### src/rtl/baccarat_pkg.sv
// Shared types and card arithmetic for the baccarat deal controller and datapath.
package baccarat_pkg;

    typedef enum logic [3:0] {
        StStart,
        StP1,
        StD1,
        StP2,
        StD2,
        StEval,
        StP3,
        StBank,
        StD3,
        StResult,
        StDone
    } deal_state_e;

    localparam logic [3:0] NATURAL_MIN      = 4'd8;
    localparam logic [3:0] PLAYER_STAND_MIN = 4'd6;

    // Face cards and tens count as zero.
    function automatic logic [3:0] card_value(input logic [3:0] rank);
        return (rank >= 4'd10) ? 4'd0 : rank;
    endfunction

endpackage

### src/rtl/baccarat_draw_rule.sv
// Banker third-card rule, used when the player has drawn a third card.
module baccarat_draw_rule (
    input  logic [3:0] dscore,
    input  logic [3:0] v,
    output logic       dealer_draws
);

    always_comb begin
        dealer_draws = 1'b0;
        case (dscore)
            4'd0, 4'd1, 4'd2: dealer_draws = 1'b1;
            4'd3:             dealer_draws = (v != 4'd8);
            4'd4:             dealer_draws = (v >= 4'd2) && (v <= 4'd7);
            4'd5:             dealer_draws = (v >= 4'd4) && (v <= 4'd7);
            4'd6:             dealer_draws = (v >= 4'd6) && (v <= 4'd7);
            default:          dealer_draws = 1'b0;
        endcase
    end

endmodule

### src/rtl/baccarat_deal_ctrl.sv
// Baccarat deal sequencer: card-load strobes, natural/third-card decisions and win lights.
module baccarat_deal_ctrl
    import baccarat_pkg::*;
#(
    parameter bit          AUTO_RESTART = 1'b0,
    parameter int unsigned HOLD_CYCLES  = 4
) (
    input  logic       slow_clock,
    input  logic       reset,
    input  logic [3:0] pscore,
    input  logic [3:0] dscore,
    input  logic [3:0] pcard3,
    output logic       load_pcard1,
    output logic       load_pcard2,
    output logic       load_pcard3,
    output logic       load_dcard1,
    output logic       load_dcard2,
    output logic       load_dcard3,
    output logic       new_round,
    output logic       player_win_light,
    output logic       dealer_win_light,
    output logic       done
);

    localparam int unsigned    CntW     = (HOLD_CYCLES > 1) ? $clog2(HOLD_CYCLES) : 1;
    localparam logic [CntW-1:0] HoldLast = CntW'(HOLD_CYCLES - 1);

    deal_state_e     state_q, state_d;
    logic [CntW-1:0] hold_q;
    logic [3:0]      pcard3_value;
    logic            dealer_draws;
    logic            natural;

    assign pcard3_value = card_value(pcard3);
    assign natural      = (pscore >= NATURAL_MIN) || (dscore >= NATURAL_MIN);

    baccarat_draw_rule u_draw_rule (
        .dscore      (dscore),
        .v           (pcard3_value),
        .dealer_draws(dealer_draws)
    );

    always_comb begin
        state_d = StStart;
        case (state_q)
            // Out of reset START is quiet for one cycle, then pulses new_round.
            StStart:  state_d = new_round ? StP1 : StStart;
            StP1:     state_d = StD1;
            StD1:     state_d = StP2;
            StP2:     state_d = StD2;
            StD2:     state_d = StEval;
            StEval: begin
                if (natural)                             state_d = StResult;
                else if (pscore < PLAYER_STAND_MIN)      state_d = StP3;
                else if (dscore <= 4'd5)                 state_d = StD3;
                else                                     state_d = StResult;
            end
            StP3:     state_d = StBank;
            StBank:   state_d = dealer_draws ? StD3 : StResult;
            StD3:     state_d = StResult;
            StResult: state_d = StDone;
            StDone:   state_d = (AUTO_RESTART && (hold_q == HoldLast)) ? StStart : StDone;
            default:  state_d = StStart;
        endcase
    end

    // Outputs are registered from the next state so they line up with state_q.
    always_ff @(posedge slow_clock) begin
        if (reset) begin
            state_q          <= StStart;
            hold_q           <= '0;
            new_round        <= 1'b0;
            load_pcard1      <= 1'b0;
            load_pcard2      <= 1'b0;
            load_pcard3      <= 1'b0;
            load_dcard1      <= 1'b0;
            load_dcard2      <= 1'b0;
            load_dcard3      <= 1'b0;
            done             <= 1'b0;
            player_win_light <= 1'b0;
            dealer_win_light <= 1'b0;
        end else begin
            state_q     <= state_d;
            hold_q      <= (AUTO_RESTART && (state_q == StDone) && (state_d == StDone)) ?
                           hold_q + CntW'(1) : '0;
            new_round   <= (state_d == StStart);
            load_pcard1 <= (state_d == StP1);
            load_dcard1 <= (state_d == StD1);
            load_pcard2 <= (state_d == StP2);
            load_dcard2 <= (state_d == StD2);
            load_pcard3 <= (state_d == StP3);
            load_dcard3 <= (state_d == StD3);
            done        <= (state_d == StDone);
            if (state_d != StDone) begin
                player_win_light <= 1'b0;
                dealer_win_light <= 1'b0;
            end else if (state_q == StResult) begin
                // A tie lights both.
                player_win_light <= (pscore >= dscore);
                dealer_win_light <= (dscore >= pscore);
            end
        end
    end

endmodule

### config.mk
export PLATFORM = sky130hd
export DESIGN_NAME = baccarat_deal_ctrl
export DESIGN_NICKNAME = d
export VERILOG_FILES = /design/src/rtl/baccarat_pkg.sv /design/src/rtl/baccarat_draw_rule.sv /design/src/rtl/baccarat_deal_ctrl.sv
export SDC_FILE = /design/constraint.sdc
export NUM_CORES = 1
export LEC_CHECK = 0
export ABC_AREA = 1
export BUFFER_PORTS_ARGS = -buffer_cell sky130_fd_sc_hd__buf_4
export CORE_UTILIZATION = 30
export DETAILED_ROUTE_END_ITERATION = 8
export GPL_ROUTABILITY_DRIVEN = 1
export GPL_TIMING_DRIVEN = 0
export SLEW_MARGIN = 20
export SYNTH_ARGS = -nofsm -noshare
export SYNTH_HDL_FRONTEND = slang
export SYNTH_SLANG_ARGS = --single-unit
### constraint.sdc
create_clock -name slow_clock -period 2.2 [get_ports slow_clock]
set_input_delay 0.33 -clock slow_clock [delete_from_list [all_inputs] [get_ports slow_clock]]
set_output_delay 0.33 -clock slow_clock [all_outputs]
set_load 0.005 [all_outputs]
# ---- After elaboration in Yosys (flattened, before gate mapping)
# Index checks and enable logic that the tools add are counted.
dict set report word_totals {
  n_memories 0
  register_bits 14
  romBits 0
  mem_bits_rw 0
  latchBits 0
  inputBits 14
}
dict set report classes {
  n_bitwise 0
  n_eq_ne 25
  n_lt_le_gt_ge 11
  shift 0
  div_mod_pow 0
  multipliers 0
  n_reduce_logical 10
  muxes 8
  add_sub_neg 0
}
# op n
set op_table {}
lappend op_table {{4-bit one-hot mux with 10 select lines} 1}
lappend op_table {{4-bit by 3-bit == test with 1-bit output (second input constant)} 9}
lappend op_table {{4-bit by 2-bit == test with 1-bit output (second input constant)} 6}
lappend op_table {{4-bit == test (second input constant)} 5}
lappend op_table {{4-bit by 1-bit == test with 1-bit output (second input constant)} 3}
lappend op_table {{4-bit >= comparator (second input constant)} 3}
lappend op_table {{4-bit logical NOT} 3}
lappend op_table {{4-bit 2-to-1 mux} 3}
lappend op_table {{4-bit by 3-bit >= comparator with 1-bit output (second input constant)} 2}
lappend op_table {{4-bit >= comparator} 2}
lappend op_table {{4-bit by 3-bit less-or-equal comparator with 1-bit output (second input constant)} 2}
lappend op_table {{4-bit != test (second input constant)} 2}
lappend op_table {{1-bit one-hot mux with 5 select lines} 1}
lappend op_table {{4-bit by 2-bit >= comparator with 1-bit output (second input constant)} 1}
lappend op_table {{4-bit by 3-bit less-than comparator with 1-bit output (second input constant)} 1}
lappend op_table {{2-bit OR reduction} 2}
lappend op_table {{1-bit logical AND} 3}
lappend op_table {{1-bit 2-to-1 mux} 3}
lappend op_table {{3-bit OR reduction} 1}
lappend op_table {{1-bit logical OR} 1}

# ---- Longest topological paths before layout
# Gate-level depths: netlist of the first run.
dict set report depth {
  ltp_word 9
  depth_mapped 9
  depth_no_buf 9
}

# ---- By module
# A second synthesis of the first run with hierarchy kept.
dict set report hier_totals {
  hier_cells 132
  hier_area_um2 845.8
}
# module cells_each area_per_inst_um2 seq_area_each_um2 n_inst
set by_module_without_submodules {}
lappend by_module_without_submodules {baccarat_deal_ctrl 116 775.7 280.3 1}
lappend by_module_without_submodules {baccarat_draw_rule 16 70.1 0.0 1}

# ---- Least setup slack after synthesis of the first run
# Ideal clock, no wire load.
dict set report synth_timing {
  path_type {input-to-reg}
  startpoint {in pscore[1]}
  endpoint {reg dealer_win_light}
  cell_stages 8
  required_ns 2.085
  n_path_buf 0
  setup_time_ns 0.115
  t_arrival_ns 1.088
  slack_ns 0.997
  path_cell_list {inv_1 ha_1 inv_1 nor2_1 o21bai_1 nand2_1 o22ai_1 nor2_1}
}
dict set report synth_between {
  elab_chain_len 6
}
# item line
set synth_lines {}
lappend synth_lines {{from (decl)} baccarat_deal_ctrl.sv:10} ;# input logic [3:0] pscore,
lappend synth_lines {{4-bit by 3-bit less-than comparator with 1-bit output or 4-bit >= comparator (tied branches)} {baccarat_deal_ctrl.sv:54, baccarat_deal_ctrl.sv:35}}
lappend synth_lines {{4-bit 2-to-1 mux or 1-bit logical OR (tied branches)} {baccarat_deal_ctrl.sv:54, baccarat_deal_ctrl.sv:35}}
lappend synth_lines {{4-bit 2-to-1 mux} baccarat_deal_ctrl.sv:53} ;# if (natural) state_d = StResult;
lappend synth_lines {{4-bit one-hot mux with 10 select lines} baccarat_deal_ctrl.sv:45} ;# case (state_q)
lappend synth_lines {{4-bit != test} baccarat_deal_ctrl.sv:94} ;# if (state_d != StDone) begin
lappend synth_lines {{2-bit OR reduction (no line)} -}
lappend synth_lines {{to (signal assigned)} baccarat_deal_ctrl.sv:100} ;# dealer_win_light <= (dscore >= pscore);
lappend synth_lines {{to (decl)} baccarat_deal_ctrl.sv:21} ;# output logic dealer_win_light,
# Several ways; a longest one is shown, not always the timed one.
# A chain may end at the register's enable or synchronous reset.

# ---- Final worst setup path of the first run
dict set report layout_timing {
  startpoint {reg state_q[0]}
  endpoint {reg new_round}
}
dict set report layout_between {
  elab_chain_len 4
}
# item line
set layout_lines {}
lappend layout_lines {{from (decl)} baccarat_deal_ctrl.sv:28} ;# deal_state_e state_q, state_d;
lappend layout_lines {{from (signal assigned)} baccarat_deal_ctrl.sv:70} ;# state_q <= StStart;
lappend layout_lines {{from (signal assigned)} baccarat_deal_ctrl.sv:83} ;# state_q <= state_d;
lappend layout_lines {{4-bit == test} baccarat_deal_ctrl.sv:45}
lappend layout_lines {{2-bit OR reduction (no line)} -}
lappend layout_lines {{4-bit one-hot mux with 10 select lines (*)} baccarat_deal_ctrl.sv:45}
lappend layout_lines {{4-bit logical NOT (*)} baccarat_deal_ctrl.sv:86} ;# new_round <= (state_d == StStart);
lappend layout_lines {{to (signal assigned)} baccarat_deal_ctrl.sv:86}
lappend layout_lines {{to (decl)} baccarat_deal_ctrl.sv:19} ;# output logic new_round,
# Mark *: on every way between the ends. The rest lies on a longest branch, timed or not.

==> results of run 1 <==
[stage by stage]
| step | utilization (%) | power [mW] | instances | area (um^2) | hold WS, ns |
|---|---|---|---|---|---|
| after detailed placement | 42.2 | 0.573 | 164 | 968 | 0.490 |
| after global routing | 43.1 | 0.764 | 167 | 991 | 0.221 |
| after floorplan | - | 0.487 | 113 | 761 | 0.408 |
| after global placement | 42.2 | 0.569 | 164 | 968 | 0.488 |
| after CTS | 43.1 | 0.714 | 167 | 991 | 0.220 |
| final | 43.1 | 0.703 | 167 | 991 | 0.230 |
[final timing paths]
| check | startpoint | endpoint | slack, ns |
|---|---|---|---|
| min reg2reg | new_round$_SDFF_PP0_ | load_pcard1$_SDFF_PP0_ | 0.51 |
| max | state_q[0]$_SDFF_PP0_ | new_round$_SDFF_PP0_ | 0.95 |
| max reg2reg | state_q[0]$_SDFF_PP0_ | new_round$_SDFF_PP0_ | 0.95 |
| min | reset | done$_SDFF_PP0_ | 0.23 |
[cell type report]
class,instances,area (um^2),area share (%)
Buffer,2,11.3,1.14
Timing Repair Buffer,23,173,17.4
Sequential cell,14,280,28.3
Inverter,20,75.1,7.58
Tap cell,28,35.0,3.54
Clock buffer,3,22.5,2.27
Multi-Input combinational cell,77,394,39.8
[per-layer routing]
| metal | global-route usage [%] | routed length, um | up-vias |
|---|---|---|---|
| met4 | 2.63 | 10 | 0 |
| met1 | 14.5 | 675 | 324 |
| met2 | 23.0 | 744 | 11 |
| met5 | 0 | 0 | - |
| met3 | 4.35 | 60 | 2 |
| li1 | - | - | 404 |
[Yosys cell counts (all sizes together)]
cell    number
nand2       25
o22ai        1
o21bai       2
o21ai        8
nand3b       1
nor4         2
buf          1
nor2        24
ha           4
inv         20
o21a         1
nand3        5
nor3         1
dfxtp       14
clkbuf       1
a21oi        3
[worst reg2reg max path: cells and delay by family, from the launching register on]
family             cells  cell delay, ns
AOI/OAI and AO/OA      2            0.19
and+or+nand+nor        5            0.53
DFF                    1            0.43
[report_power, final]
| group | internal (mW) | total, mW | switching (mW) |
|---|---|---|---|
| Combinational | 0.113 | 0.249 | 0.136 |
| Sequential | 0.291 | 0.316 | 0.0258 |
| Clock | 0.0633 | 0.137 | 0.0740 |
[kinds of logic (layout without fill, tap and decap cells)]
| logic type | count (synthesis) | after routing |
|---|---|---|
| adders and majority gates | 4 | 4 |
| and+or+nand+nor | 58 | 58 |
| DFF | 14 | 14 |
| AOI/OAI and AO/OA | 15 | 15 |
| buffers and inverters | 22 | 48 |
[cell usage in the layout (no fill, tap or decap), types with 2 or more instances in the layout]
master / Yosys / final
sky130_fd_sc_hd__o21ai_1: 5 / 5
sky130_fd_sc_hd__o21bai_1: 2 / 2
sky130_fd_sc_hd__nand3_1: 5 / 5
sky130_fd_sc_hd__inv_1: 18 / 18
sky130_fd_sc_hd__a21oi_1: 3 / 3
sky130_fd_sc_hd__clkbuf_4: 0 / 3
sky130_fd_sc_hd__nor2_1: 21 / 21
sky130_fd_sc_hd__o21ai_0: 2 / 2
sky130_fd_sc_hd__nor4_1: 2 / 2
sky130_fd_sc_hd__buf_4: 1 / 24
sky130_fd_sc_hd__nor2_2: 2 / 2
sky130_fd_sc_hd__dfxtp_1: 14 / 14
sky130_fd_sc_hd__inv_2: 2 / 2
sky130_fd_sc_hd__ha_1: 4 / 4
sky130_fd_sc_hd__nand2_1: 23 / 23
==> results.py, run 1 <==
metrics = {
    "finish": {
        "largest_register_ffs": 4,
        "filler_cell_count": 241,
        "insertedDiodeCount": 0,
        "registers.top_by_ff_count": "state_q",
        "drive_above_1_share_pct": 25.2,
        "num-nets-final": 159,
        "area_growth_pct": 30.3,
    },
    "placement": {
        "port_buffers": 23,
        "placer_congestion": 0.868,
        "post-dp-hpwl_um": 1250,
        "dpl_worst_slack_ns": 0.855,
    },
    "sta": {
        "rsz_0062_raised_after_global_routing": "false",
        "layout_setup_ws_ns": 0.945,
        "relSlewSlack_pct": 73.2,
        "number_of_failing_setup_endpoints_in_the_final_timing_report": 0,
        "maxSlewViolCount": 0,
        "tns_ns": 0,
        "timing.clock.skew_ns": 0.00250,
        "max_freq_mhz": 797,
        "finalCriticalPeriod_ns": 1.25,
        "final-hold-violation-count": 0,
        "crit_share_post_route_pct": 57.0,
        "tightest_slew_ns": 0.401,
    },
    "clock_tree": {
        "postCtsSetupBuffers": 0,
        "clk_latency_ns": 0.27,
        "clk_transition_reported_paths_ns": 0.08,
        "post_cts.resized_instances": 0,
        "cts_tree": "done",
        "cts-buffers-inserted": 3,
        "postCtsHoldBufs": 0,
        "cts_sinks": 14,
        "htree_num_levels": 1,
        "cts_root_buffer": "sky130_fd_sc_hd__clkbuf_4",
        "clock_tree.buffer_depth": 2,
    },
    "setup_path": {
        "worst-endpoint-arrival_ns": 1.43,
        "worst-r2r-cell-count": 7,
        "critical_path_required_ns": 2.37,
        "worstPathBufferInverterCount": 0,
        "cp_slowest_cell": "sky130_fd_sc_hd__dfxtp_1",
        "timing.setup.critical_path_class": "reg -> reg",
        "crit_path_max_fanout": 6,
        "worst_path_max_stage_delay_ns": 0.43,
        "critical_path_cell_count": 7,
        "kind_of_capture_point_of_the_worst_setup_path": "register",
        "worst_setup_sp_type": "register",
        "category_of_cells_accounting_for_the_largest_share_of_critical_path_delay": "simple AND/OR/NAND/NOR gates",
        "worstPathCellList": "nand2_2 > nor2_1 > nand2_1 > o21ai_1 > o21ai_1 > nand2_1 > nor2_1",
    },
    "yosys": {
        "synth_top_family_by_area": "simple AND/OR/NAND/NOR gates",
        "synthesis_warnings": 0,
        "synth_area_per_cell_um2": 6.73,
        "synth_area_um2": 761,
        "area_fraction_in_compound_gates_after_synthesis_pct": 11.5,
        "synthesis.instances": 113,
        "synthDominantCellAreaShare_pct": 36.8,
        "dominant_cell_type_by_area_after_synthesis": "sky130_fd_sc_hd__dfxtp_1",
        "synth.net_count": 131,
        "yosys.area_share.xor_xnor_pct": 0,
        "adder_cell_share_of_the_synthesized_area_pct": 6.58,
        "yosysSeqAreaShare_pct": 36.8,
        "synth.distinct_cells": 23,
        "post_synth_main_area_contributors": "sky130_fd_sc_hd__dfxtp_1 37%, sky130_fd_sc_hd__nand2_1 11%, sky130_fd_sc_hd__nor2_1 10%",
        "yosys-mux-area-fraction_pct": 0,
        "synth-seq-cells": 14,
        "synthSimpleGateAreaFrac_pct": 33.7,
    },
    "route": {
        "viasPerCell": 4.44,
        "drt-total-wl_um": 1490,
        "final_antenna_net_count": 0,
        "dr_total_vias": 741,
        "avgRoutedWirePerCell_um": 8.93,
        "drc_errors": 0,
        "detail_route.iter0.violations": 9,
        "first_pass_iters": 4,
    },
    "power_and_ir_drop": {
        "power_density_nw_per_um2": 709,
        "leakagePower_nw": 0.527,
        "ir_drop_mv": 0.460,
    },
    "die": {
        "initial_utilization_pct": 33.1,
        "die_h_um": 52.4,
        "core_area_um2": 2300,
        "io_pins": 24,
        "fp-row-count": 17,
        "die-area_um2": 2740,
        "die_width_um": 52.4,
    },
    "outcome": {
        "run_status": "complete, no violations",
    },
    "global_routing": {
        "first_pass_grt_wire_length_um": 2620,
        "maximum_number_of_pins_on_one_net_before_global_route_repair": 11,
        "gr-usage-all-layers_pct": 12.8,
        "total_overflow_reported_by_the_global_router": 0,
        "number_of_global_route_vias_before_repair": 696,
        "antenna_found_initial": 0,
    },
    "job": {
        "cap_viol_max_count": 0,
    },
    "worst_hold_path": {
        "holdCritPathClass": "in -> reg",
        "worstHoldPathCells": 2,
    },
}
(Power assumes the default switching activity.)
==> inputs of run 2 (changes only) <==
ABC_AREA = 0   (was 1)
clock period = 1.15 ns   (was 2.2 ns; I/O delays follow)
==> run 2 against run 1 <==
Combinational power rose to 5.3 times the previous value. Clock skew barely moved. Highest routed layer unchanged. Critical path depth fell by 1. Worst hold slack got worse by 0.15 ns. The run now ends with setup timing left. Largest power group is now combinational logic.
==> results.py, run 2 <==
metrics = {
    "die": {
        "die_width_um": 52.1,
        "core_area_um2": 2300,
        "die-area_um2": 2710,
        "die_h_um": 52.1,
        "fp-row-count": 17,
        "initial_utilization_pct": 32.7,
        "io_pins": 24,
    },
    "clock_tree": {
        "clock_tree.buffer_depth": 2,
        "cts_tree": "done",
        "cts_sinks": 14,
        "clk_transition_reported_paths_ns": 0.08,
        "cts_root_buffer": "sky130_fd_sc_hd__clkbuf_4",
        "cts-buffers-inserted": 3,
        "clk_latency_ns": 0.28,
        "htree_num_levels": 1,
        "postCtsHoldBufs": 0,
    },
    "yosys": {
        "synthesis_warnings": 0,
        "synthesis.instances": 88,
        "synth_area_um2": 752,
        "synth.distinct_cells": 30,
        "synth_area_per_cell_um2": 8.55,
        "post_synth_main_area_contributors": "sky130_fd_sc_hd__dfxtp_1 37%, sky130_fd_sc_hd__ha_1 6.7%, sky130_fd_sc_hd__nor2_1 5.5%",
        "synth_edf_count": 0,
        "synthArstFlopShare_pct": 0,
        "synth-seq-cells": 14,
        "yosysSeqAreaShare_pct": 37.3,
        "yosys_most_used_dff": "sky130_fd_sc_hd__dfxtp_1",
        "yosys-top-cells-count": "14 x sky130_fd_sc_hd__dfxtp_1, 11 x sky130_fd_sc_hd__nor2_1, 8 x sky130_fd_sc_hd__inv_1, 6 x sky130_fd_sc_hd__nand2b_1, 6 x sky130_fd_sc_hd__nor2b_1",
        "dominant_cell_type_by_area_after_synthesis": "sky130_fd_sc_hd__dfxtp_1",
        "post-synth-top-count-cell": "sky130_fd_sc_hd__dfxtp_1",
        "synthDominantCellAreaShare_pct": 37.3,
        "synth.net_count": 106,
    },
    "setup_path": {
        "critical_path_cell_count": 6,
        "kind_of_capture_point_of_the_worst_setup_path": "register",
        "worstPathBufferInverterCount": 3,
        "rr_endpoint": "load_pcard2$_SDFF_PP0_",
        "worstPathCellList": "buf_6 > buf_4 > buf_6 > xnor2_4 > or4_4 > nor2b_1",
        "critical_path_required_ns": 1.38,
        "critical-path-top-cell-by-count": "sky130_fd_sc_hd__buf_6",
        "cp_slowest_cell": "sky130_fd_sc_hd__or4_4",
        "worst-endpoint-arrival_ns": 1.66,
        "worst_path_max_stage_delay_ns": 0.42,
        "setup_slack_of_the_worst_register_to_register_path_ns": -0.28,
        "category_of_cells_accounting_for_the_largest_share_of_critical_path_delay": "simple AND/OR/NAND/NOR gates",
        "worst_setup_sp_type": "register",
        "worst-r2r-cell-count": 6,
        "r2r_start": "state_q[0]$_SDFF_PP0_",
        "crit_path_max_fanout": 4,
        "timing.setup.critical_path_class": "reg -> reg",
    },
    "finish": {
        "drive_above_1_share_pct": 52.8,
        "registers.top_by_ff_count": "state_q",
        "final_area_um2": 1240,
        "largest_register_ffs": 4,
        "layout_commonest_cell": "sky130_fd_sc_hd__buf_4",
        "filler_cell_count": 201,
        "final_cell_mix": "28 x sky130_fd_sc_hd__buf_4, 10 x sky130_fd_sc_hd__dfxtp_1, 9 x sky130_fd_sc_hd__nor2_1",
        "num-nets-final": 144,
        "insertedDiodeCount": 0,
        "area_growth_pct": 64.9,
    },
    "global_routing": {
        "number_of_global_route_vias_before_repair": 740,
        "antenna_found_initial": 0,
        "maximum_number_of_pins_on_one_net_before_global_route_repair": 10,
        "gr-usage-all-layers_pct": 15.7,
        "first_pass_grt_wire_length_um": 3130,
        "total_overflow_reported_by_the_global_router": 0,
    },
    "job": {
        "cap_viol_max_count": 0,
    },
    "worst_hold_path": {
        "holdCritPathClass": "in -> reg",
        "worstHoldPathCells": 2,
        "worst_hold_path.endpoint": "state_q[1]$_SDFF_PP0_",
        "min-delay-start": "reset",
    },
    "route": {
        "dr_total_vias": 750,
        "detail_route.iter0.violations": 10,
        "final_antenna_net_count": 0,
        "first_pass_iters": 4,
        "viasPerCell": 4.90,
        "drt-total-wl_um": 1840,
        "avgRoutedWirePerCell_um": 12.0,
        "drc_errors": 0,
    },
    "outcome": {
        "run_status": "complete, but fails checks",
        "violated_checks": "setup timing",
    },
    "sta": {
        "relSlewSlack_pct": 64.9,
        "finalCriticalPeriod_ns": 1.43,
        "number_of_failing_setup_endpoints_in_the_final_timing_report": 14,
        "fin_hold_ws_ns": 0.0793,
        "final-hold-violation-count": 0,
        "max_freq_mhz": 698,
        "layout_setup_ws_ns": -0.284,
        "rsz_0062_raised_after_global_routing": "true",
        "maxSlewViolCount": 0,
        "tightest_slew_ns": 0.525,
        "crit_share_post_route_pct": 125,
        "tns_ns": -3.22,
        "timing.clock.skew_ns": 0.00201,
    },
    "placement": {
        "port_buffers": 23,
        "post-dp-hpwl_um": 1200,
        "post_dp_cell_area_um2": 968,
        "dpl_worst_slack_ns": -0.409,
        "placer_congestion": 0.740,
    },
    "power_and_ir_drop": {
        "power_density_nw_per_um2": 1860,
        "ir_drop_mv": 1.36,
        "leakagePower_nw": 0.546,
    },
}
-- run 2: cell count changes after synthesis, moves of 3 or more --
| cell | delta |
|---|---|
| sky130_fd_sc_hd__o21ai_1 | -5 |
| sky130_fd_sc_hd__a211oi_1 | +3 |
| sky130_fd_sc_hd__nand2b_1 | +6 |
| sky130_fd_sc_hd__nand3_1 | -4 |
| sky130_fd_sc_hd__nor3_1 | +3 |
| sky130_fd_sc_hd__nor2_1 | -10 |
| sky130_fd_sc_hd__nor2b_1 | +6 |
| sky130_fd_sc_hd__nand2_1 | -19 |
| sky130_fd_sc_hd__inv_1 | -10 |
-- run 2: logic make-up after synthesis --
kind of cell    Yosys count  share of synthesized area, %
simple gates             40                          28.1
flops                    14                          37.3
xor+xnor                  1                          1.16
compound gates           18                          19.1
buf+inv                  11                          7.65
fa+ha+maj                 4                          6.66
-- run 2: worst reg2reg max path, stage by stage, from the launching register on --
cell and delay [ns]:
sky130_fd_sc_hd__dfxtp_2 0.34, sky130_fd_sc_hd__buf_6 0.12, sky130_fd_sc_hd__buf_4 0.12, sky130_fd_sc_hd__buf_6 0.13, sky130_fd_sc_hd__xnor2_4 0.15, sky130_fd_sc_hd__or4_4 0.42, sky130_fd_sc_hd__nor2b_1 0.11
-- run 2: layout make-up --
cell class	instances	area, um^2	area share, %
repair buffers	33	275	22.2
well taps	28	35.0	2.83
flip-flops and latches	14	288	23.2
plain buffers	3	37.5	3.03
multi-input cells	63	538	43.4
clock buffers	4	36.3	2.93
inverters	8	30.0	2.42
-- run 2: routing by layer --
| layer | global-route usage, % | vias up | share of wire, % |
|---|---|---|---|
| li1 | - | 380 | - |
| met1 | 16.8 | 356 | 43 |
| met3 | 5.26 | 2 | 2.9 |
| met2 | 28.8 | 12 | 53 |
| met4 | 4.05 | 0 | 0.92 |
| met5 | 0 | - | 0 |
-- run 2: what timing repair did --
item                       4_1_cts  5_1_grt
buffers inserted                 6        4
pin swaps                       10        7
setup endpoints to repair       11       14
gates resized for setup         16       15
-- run 2: where the power goes --
| part | internal, mW | switching [mW] |
|---|---|---|
| combinational | 0.749 | 0.577 |
| sequential | 0.582 | 0.0457 |
| clock | 0.193 | 0.164 |
| total | 1.52 | 0.786 |
-- run 2: stage by stage --
step                      instances  utilization (%)  power (mW)
after floorplan                  88                -        1.18
after global placement          139             42.2        1.40
after detailed placement        139             42.2        1.41
after CTS                       149             49.5        1.98
after global routing            153             54.0        2.46
final                           153             54.0        2.31
-- run 2: worst max path at each step --
stage,end,from
after detailed placement,state_q[0]$_SDFF_PP0_,state_q[2]$_SDFF_PP0_
after global placement,load_pcard1$_SDFF_PP0_,state_q[2]$_SDFF_PP0_
after global routing,load_pcard3$_SDFF_PP0_,state_q[0]$_SDFF_PP0_
after floorplan,load_pcard1$_SDFF_PP0_,state_q[0]$_SDFF_PP0_
after CTS,load_dcard3$_SDFF_PP0_,state_q[0]$_SDFF_PP0_
final,load_pcard2$_SDFF_PP0_,state_q[0]$_SDFF_PP0_
==> inputs of run 3 (changes only) <==
CORE_ASPECT_RATIO = 1.1   (was not set)
CORE_UTILIZATION = 43   (was 30)
PLACE_DENSITY = 0.72   (was not set)
==> run 3 against run 2 <==
Clock power fell by 27%. Wire length fell by 10%. First-iteration DRC count did not move. Flip-flop and latch count did not move. Total power fell by 22%. The flow still finishes with violations (setup timing). Highest routed layer unchanged. Final cell count fell by 12%. Via count fell by 7.6%. Largest cell class unchanged.
==> results.py, run 3 (synthesized netlist as in run 2, its figures left out) <==
metrics = {
    "route": {
        "detail_route.iter0.violations": 10,
        "dr_total_vias": 693,
        "first_pass_iters": 4,
        "drt-total-wl_um": 1660,
        "avgRoutedWirePerCell_um": 12.4,
        "drc_errors": 0,
        "viasPerCell": 5.17,
        "final_antenna_net_count": 0,
    },
    "clock_tree": {
        "clk_transition_reported_paths_ns": 0.07,
        "clock_tree.buffer_depth": 2,
        "htree_num_levels": 1,
        "cts_sinks": 14,
        "cts_root_buffer": "sky130_fd_sc_hd__clkbuf_4",
        "cts_tree": "done",
        "cts-buffers-inserted": 3,
        "clk_latency_ns": 0.27,
    },
    "sta": {
        "number_of_failing_setup_endpoints_in_the_final_timing_report": 10,
        "crit_share_post_route_pct": 122,
        "rsz_0062_raised_after_global_routing": "true",
        "tightest_slew_ns": 0.489,
        "final-hold-violation-count": 0,
        "finalCriticalPeriod_ns": 1.41,
        "tns_ns": -1.92,
        "fin_hold_ws_ns": 0.124,
        "timing.clock.skew_ns": 0.00174,
        "relSlewSlack_pct": 67.3,
        "maxSlewViolCount": 0,
        "layout_setup_ws_ns": -0.258,
        "max_freq_mhz": 710,
    },
    "finish": {
        "final_area_um2": 1070,
        "num-nets-final": 137,
        "registers.top_by_ff_count": "state_q",
        "filler_cell_count": 129,
        "fin_cells": 134,
        "area_growth_pct": 41.9,
        "insertedDiodeCount": 0,
        "largest_register_ffs": 4,
        "layout_commonest_cell": "sky130_fd_sc_hd__buf_4",
        "drive_above_1_share_pct": 42.7,
        "final_cell_mix": "26 x sky130_fd_sc_hd__buf_4, 11 x sky130_fd_sc_hd__nor2_1, 11 x sky130_fd_sc_hd__dfxtp_1",
    },
    "power_and_ir_drop": {
        "ir_drop_mv": 1.23,
        "power_density_nw_per_um2": 1690,
        "leakagePower_nw": 0.474,
    },
    "setup_path": {
        "worst-endpoint-arrival_ns": 1.57,
        "worst_setup_sp_type": "register",
        "worstPathCellList": "buf_6 > a21boi_2 > o22ai_1 > a211oi_2 > o41ai_4 > nor2b_1",
        "crit_path_max_fanout": 8,
        "kind_of_capture_point_of_the_worst_setup_path": "register",
        "cp_slowest_cell": "sky130_fd_sc_hd__dfxtp_2",
        "worst_path_max_stage_delay_ns": 0.34,
        "timing.setup.critical_path_class": "reg -> reg",
        "critical_path_required_ns": 1.31,
    },
    "die": {
        "die-area_um2": 1920,
        "initial_utilization_pct": 47.1,
        "fp-row-count": 15,
        "die_h_um": 45.9,
        "die_width_um": 41.9,
        "io_pins": 24,
        "core_area_um2": 1600,
    },
    "outcome": {
        "run_status": "complete, but fails checks",
        "violated_checks": "setup timing",
    },
    "placement": {
        "post-dp-hpwl_um": 1220,
        "dpl.cell_count": 128,
        "placer_congestion": 0.796,
        "dpl_worst_slack_ns": -0.365,
        "port_buffers": 23,
        "post_dp_cell_area_um2": 955,
    },
    "global_routing": {
        "maximum_number_of_pins_on_one_net_before_global_route_repair": 10,
        "first_pass_grt_wire_length_um": 2680,
        "total_overflow_reported_by_the_global_router": 0,
        "antenna_found_initial": 0,
        "number_of_global_route_vias_before_repair": 636,
        "gr-usage-all-layers_pct": 18.7,
    },
    "worst_hold_path": {
        "holdCritPathClass": "in -> reg",
    },
    "job": {
        "cap_viol_max_count": 0,
    },
}
[run 3: final cells by class]
cell class | count | area (um^2) | share of cell area, %
multi-input cells | 63 | 480 | 45.0
plain buffers | 3 | 33.8 | 3.17
clock buffers | 3 | 22.5 | 2.11
inverters | 8 | 30.0 | 2.81
flip-flops and latches | 14 | 284 | 26.6
repair buffers | 26 | 195 | 18.3
well taps | 17 | 21.3 | 1.99
[run 3: final timing paths]
| path | to | start | depth (start not counted) | slack, ns |
|---|---|---|---|---|
| setup / recovery | state_q[0]$_SDFF_PP0_ | state_q[0]$_SDFF_PP0_ | 6 | -0.26 |
| hold / removal | state_q[1]$_SDFF_PP0_ | reset | 2 | 0.12 |
| setup reg to reg | state_q[0]$_SDFF_PP0_ | state_q[0]$_SDFF_PP0_ | 6 | -0.26 |
| hold reg to reg | player_win_light$_SDFFE_PP0N_ | player_win_light$_SDFFE_PP0N_ | 2 | 0.55 |
[run 3: critical path, delay by kind of cell, from the launching register on]
family / cells / cell delay, ns
AOI/OAI and AO/OA: 4 / 0.67
buffers and inverters: 1 / 0.11
DFF: 1 / 0.34
and+or+nand+nor: 1 / 0.17
[run 3: metrics by stage]
| stage | utilization [%] | total power [mW] |
|---|---|---|
| floorplan | - | 1.18 |
| global placement | 59.8 | 1.40 |
| detailed placement | 59.8 | 1.41 |
| CTS | 65.6 | 1.78 |
| global route | 66.9 | 1.93 |
| finish | 66.9 | 1.81 |
[run 3: power breakdown]
part / switching (mW) / total [mW] / internal (mW)
Clock: 0.139 / 0.260 / 0.121
Combinational: 0.444 / 0.926 / 0.482
Sequential: 0.0416 / 0.622 / 0.581
Total: 0.625 / 1.81 / 1.18
[run 3: per-layer routing]
layer / share of wire (%) / up-vias / track usage, %
li1: - / 364 / -
met1: 44 / 312 / 21.4
met2: 50 / 15 / 32.8
met3: 5.2 / 2 / 7.94
met4: 0.84 / 0 / 3.87
met5: 0 / - / 0
[run 3: repair_timing]
action / in CTS / in global routing
setup endpoints to repair: 11 / 13
endpoints found under the hold margin: 0 / 0
hold buffers: 0 / 0
setup buffers: 2 / 1
pin swaps: 7 / 2
cloned: 0 / 0
resized for setup: 10 / 4
